## config.mk

```make
export PLATFORM = sky130hd
export DESIGN_NAME = jk_excitation_driver
export DESIGN_NICKNAME = d
export VERILOG_FILES = /design/src/rtl/jk_excitation_driver.sv
export SDC_FILE = /design/constraint.sdc
export NUM_CORES = 1
export LEC_CHECK = 0
export CAP_MARGIN = 20
export CORE_AREA = 2 2 50 75
export CTS_BUF_LIST = sky130_fd_sc_hd__clkbuf_4
export DETAILED_ROUTE_END_ITERATION = 8
export DIE_AREA = 0 0 52 77
export HOLD_SLACK_MARGIN = 0.08
export SLEW_MARGIN = 10
export SYNTH_ARGS = -nofsm -noshare
export SYNTH_HDL_FRONTEND = slang
export SYNTH_SLANG_ARGS = --single-unit
```

## constraint.sdc

```tcl
create_clock -name clk -period 3.7 [get_ports clk]
set_input_delay 0.74 -clock clk [delete_from_list [all_inputs] [get_ports clk]]
set_output_delay 0.74 -clock clk [all_outputs]
set_load 0.01 [all_outputs]
```

## src/rtl/jk_excitation_driver.sv

```systemverilog
// rtl/jk_excitation_driver.sv - J/K/CE/R drive and Q feedback check for an external JK flip-flop
module jk_excitation_driver #(
    parameter bit USE_TOGGLE = 1'b0
) (
    input  logic       clk,
    input  logic       rst_n,
    input  logic       clear,
    input  logic       din,
    input  logic       din_valid,
    output logic       din_ready,
    input  logic       qfb,
    output logic       j,
    output logic       k,
    output logic       ce,
    output logic       r,
    output logic       mismatch,
    output logic [7:0] bit_cnt,
    output logic [7:0] err_cnt
);

    typedef enum logic [1:0] {INIT, READY, DRIVE, CHECK} state_t;

    state_t state;
    logic   qexp;
    logic   qexp_next;
    logic   j_next;
    logic   k_next;

    assign din_ready = (state == READY);

    always_comb begin
        j_next = 1'b0;
        k_next = 1'b0;
        if (din != qexp) begin
            if (USE_TOGGLE) begin
                j_next = 1'b1;
                k_next = 1'b1;
            end else begin
                j_next = din;
                k_next = ~din;
            end
        end
    end

    always_ff @(posedge clk or negedge rst_n) begin
        if (!rst_n) begin
            state     <= INIT;
            qexp      <= 1'b0;
            qexp_next <= 1'b0;
            j         <= 1'b0;
            k         <= 1'b0;
            ce        <= 1'b0;
            r         <= 1'b0;
            mismatch  <= 1'b0;
            bit_cnt   <= 8'd0;
            err_cnt   <= 8'd0;
        end else begin
            mismatch <= 1'b0;
            if (clear) begin
                // Restart drops any in-flight bit and holds the flip-flop in reset.
                state   <= INIT;
                qexp    <= 1'b0;
                j       <= 1'b0;
                k       <= 1'b0;
                ce      <= 1'b0;
                r       <= 1'b1;
                bit_cnt <= 8'd0;
                err_cnt <= 8'd0;
            end else begin
                case (state)
                    INIT: begin
                        qexp <= 1'b0;
                        // r low on entry (after rst_n) means the reset pulse is still owed.
                        if (!r) begin
                            r <= 1'b1;
                        end else begin
                            r     <= 1'b0;
                            state <= READY;
                        end
                    end
                    READY: begin
                        if (din_valid) begin
                            qexp_next <= din;
                            j         <= j_next;
                            k         <= k_next;
                            ce        <= 1'b1;
                            state     <= DRIVE;
                        end
                    end
                    DRIVE: begin
                        j     <= 1'b0;
                        k     <= 1'b0;
                        ce    <= 1'b0;
                        state <= CHECK;
                    end
                    CHECK: begin
                        bit_cnt <= bit_cnt + 8'd1;
                        if (qfb != qexp_next) begin
                            mismatch <= 1'b1;
                            if (err_cnt != 8'hff) err_cnt <= err_cnt + 8'd1;
                        end
                        qexp  <= qfb;
                        state <= READY;
                    end
                    default: state <= INIT;
                endcase
            end
        end
    end

endmodule

```

* Word level (Yosys, flattened, before mapping)
Cells that the tools add are included.
** Cells by class
- Add/sub/neg operators :: 2
- Reductions and logical operators :: 11
- Bitwise gates (word level) :: 2
- Equal/unequal tests :: 8
- Muxes and demuxes :: 29
** Operators by type and width (count)
- two-way mux 8 bit :: 6
- adder 8 x 1 -> 8 bit, second input constant :: 2
- two-way mux 1 bit :: 15
- != test 8 bit, second input constant :: 1
- one-hot mux 1 bit (2 select lines) :: 4
- one-hot mux 2 bit (4 select lines) :: 1
- nonzero test 2 bit :: 4
- two-way mux 2 bit :: 3
- != test 3 bit, second input constant :: 2
- AND reduction 3 bit :: 2
- nonzero test 3 bit :: 2
- equality test 2 bit, second input constant :: 2
- AND reduction 2 bit :: 2
- equality test 2 x 1 -> 1 bit, second input constant :: 1
- zero test 2 bit :: 1
- != test 1 bit :: 2
- NOT 1 bit :: 2
** Word-level totals
- Bits in registers :: 25
- Bits of input ports :: 6

* Logic depth before layout (Yosys ltp)
- Depth in word-level cells :: 5
- Gate-level depth with buffers :: 6
- Gate-level depth less buffers :: 6

* Least setup slack after synthesis
Ideal clock, no wire load.
- Path type :: input to register
- Start :: in qfb
- End :: reg err_cnt[5]
- Library setup time :: 0.078 ns
- Data arrival time :: 1.744 ns
- Buffers on the path :: 0
- Cell stages on the path :: 4
- Data required time :: 3.622 ns
- Setup slack :: 1.878 ns
- Cell sequence :: xor2_1 -> o211ai_2 -> or4_1 -> a21oi_1
** Between the ends
- Longest elaborated chain between the ends :: 3
** RTL lines
- from (decl) :: line 11 : input logic qfb,
- != test 1 bit :: line 98 : if (qfb != qexp_next) begin
- nonzero test 2 bit (no line)
- AND reduction 3 bit (no line)
- to (signal assigned) :: line 100 : if (err_cnt != 8'hff) err_cnt <= err_cnt + 8'd1;
- to (decl) :: line 18 : output logic [7:0] err_cnt
No other way between the ends.
A chain may end at the register's enable or synchronous reset.

* Worst setup path in the final report
- Start :: reg state[1]
- End :: out din_ready
** Between the ends
- Longest elaborated chain between the ends :: 1
** RTL lines
- from (decl) :: line 23 : state_t state;
- from (signal assigned) :: line 47 : state <= INIT;
- from (signal assigned) :: line 61 : state <= INIT;
- from (signal assigned) :: line 78 : state <= READY;
- equality test 2 x 1 -> 1 bit :: line 29 : assign din_ready = (state == READY);
- to (decl) :: line 10 : output logic din_ready,
No other way between the ends.

==> qor.csv <==
metric,value,unit
status,"finished, final reports clean",
Crit path largest cell delay,0.60,ns
ranking of synthesized cells by area,"dfrtp_1 49%, ha_1 5.9%, nor2_1 5.3%",
main flop type after synthesis,dfrtp_1,
initial cell density of the core,38.1,%
vias,1031,
Via density,5.16,
Die Area,0.00400,mm²
initial antenna violation count,0,
final-report setup violation count,0,
Seq cells post-synth,25,
worst setup path category,register to output port,
Max Freq,399,MHz
"Slowest-stage cell, CP",clkdlybuf4s50_1,
Syn Area/Cell,9.83,µm²
crit start category,register,
DRC,0,
maximum VDD drop,0.000303,V
fin crit period,2.51,ns
CTS clock-pin slew for the worst setup and hold paths,0.16,ns
first-pass GRT wire length,4.41,mm
Die W,52,µm
final hold viol count,0,
Synth async-reset ratio,100,%
number of I/O port buffers,27,
Final nets,171,
vias in the first global route,983,
share of cells above drive strength 1,3.80,%
post-route ant nets,0,
Syn Nets,142,
Root Buffer,clkbuf_4,
maxcap violations,0,
post-synth top area share,49.0,%
worst path buffer plus inverter count,2,
Pre-Repair DR Iteration Count,4,
post-route total power,678,µW
CTS sink cnt,25,
Total Wirelength,2.64,mm
Synth cell types,33,
maximum buffer depth of the clock tree,2,
Core Rows,26,
cell count after synthesis,130,
# Post-CTS Setup Buffers,0,
synth warn,0,
Worst Path Arrival,1.77,ns
"Cell Chain, Critical Path","inv_1, ha_1, clkdlybuf4s50_1",
"Area growth, synth to finish",26.7,%
Crit Path Max Fanout,8,
core box area,0.00335,mm²
gr ovfl total,0,
number of flops mapped to enable cells by yosys,0,
Routed WL per cell,13.2,µm
Syn Std Cell Area,0.00128,mm²
H-tree depth,1,
Leak,0.000664,µW
Starting DRT DRC Count,28,
hold buffers post-CTS,0,
largest net degree at the start of global routing,27,
RSZ-0062 raised after global routing,no,
Crit path required time,2.96,ns
"Seq/Total Area, Yosys",49.0,%
CP top delay family,buffers and inverters,
CTS tree,yes,
Die Ht,77,µm
final clock skew,0.0136,ns
fin. max-slew vios,0,
GP Congestion,0.789,
Worst Tran Pin Value,0.925,ns
Pwr Density,419,mW/mm²
Final Cycle Share,67.7,%
worst hold path type,register to register,
post-CTS sizing,0,
cell taking the most area after synthesis,dfrtp_1,
Num CTS Buffers,3,
crit end category,output port,
Worst slew margin,38.2,%
hpwl dp,1.90,mm
GRT Util Overall,14.0,%
setup tns final,0,ns
Boundary Pins,28,
Inserted Diodes,0,
Worst-Skew Late Latency,0.32,ns
## synthesized netlist by cell type, types with 2 or more instances
| cell type | n |
|---|---|
| ha_1 | 6 |
| xnor2_1 | 5 |
| dfrtp_1 | 25 |
| nor2_1 | 18 |
| nand4_1 | 5 |
| nand3b_1 | 2 |
| o21ai_1 | 5 |
| inv_1 | 3 |
| nor4bb_1 | 2 |
| nor2b_1 | 3 |
| nand3_1 | 2 |
| xor2_1 | 6 |
| nand2_1 | 12 |
| nand2b_1 | 3 |
| mux2i_1 | 2 |
| a21oi_1 | 10 |
| clkbuf_1 | 3 |
| or3_1 | 3 |
## cell families (layout without fill, tap and decap cells)
kind of cell / after synthesis / count (layout) / synth area share, %
AOI/OAI and AO/OA: 23 / 23 / 10.9
adders and majority gates: 6 / 6 / 5.88
muxes: 3 / 3 / 2.45
DFF: 25 / 25 / 49.0
buffers and inverters: 7 / 35 / 2.35
and+or+nand+nor: 55 / 55 / 21.9
xor gates and xnor gates: 11 / 11 / 7.54
## registers in the layout (all words and copies together) (netlist names)
name	cells
state	2
bit_cnt	8
err_cnt	8
k	1
qexp_next	1
mismatch	1
r	1
j	1
qexp	1
ce	1
## cell type report
cell class	instances	area (µm²)
sequential	25	626
clock inverter	1	7.51
fill	330	1730
inverter	3	11.3
multi-input combinational	98	622
tap	42	52.6
timing repair buffer	28	278
clock buffer	3	22.5
## per-layer routing
layer | up-vias | routed length (µm) | GRT usage, %
li1 | 510 | - | -
met1 | 500 | 1140 | 17.2
met2 | 19 | 1380 | 24.1
met3 | 2 | 88 | 2.14
met4 | 0 | 24 | 4.74
met5 | - | 0 | 0
## worst reg2reg max path: cells and delay by family (launching register included)
| family | cells | cell delay (ns) |
|---|---|---|
| compound gates | 2 | 0.43 |
| fa+ha+maj | 1 | 0.46 |
| flops | 1 | 0.41 |
| simple gates | 1 | 0.54 |
## cells in the final DEF, fill, tap and decap left out, types with 2 or more instances in the layout
cell and instances:
nor2b_1 3, clkbuf_4 3, nor2_1 18, nand3_1 2, clkdlybuf4s50_1 27, ha_1 6
nand3b_1 2, nor4bb_1 2, a21oi_1 10, nand2_1 12, nand2b_1 3, inv_1 3
dfrtp_1 25, xor2_1 6, nand4_1 5, or3_1 3, xnor2_1 5, o21ai_1 5
mux2i_1 2
## metrics by stage
step	hold WS [ns]	setup WS [ns]	area [µm²]	util, %	instances
6_report	0.540	1.19	1620	48.3	200
5_1_grt	0.570	1.09	1620	48.3	200
4_1_cts	0.549	1.19	1620	48.3	200
3_5_place_dp	0.512	1.20	1590	47.4	196
3_3_place_gp	0.512	1.24	1590	47.4	196
2_1_floorplan	0.444	1.88	1280	-	130
## power breakdown
part	switching (µW)	internal, µW	leakage [µW]
clock	87.7	41.2	0.0000139
sequential	25.6	302	0.000341
combinational	120	101	0.000309
## final timing paths
path	slack, ns	endpoint	startpoint	depth (start not counted)
max	1.19	din_ready	state[1]	3
min	0.54	ce	ce	2
max reg2reg	1.76	err_cnt[5]	state[0]	4
min reg2reg	0.54	ce	ce	2
max in group asynchronous	2.69	err_cnt[6]	rst_n	2
min in group asynchronous	0.75	err_cnt[0]	rst_n	2
Power figures use the tool's default switching activity.
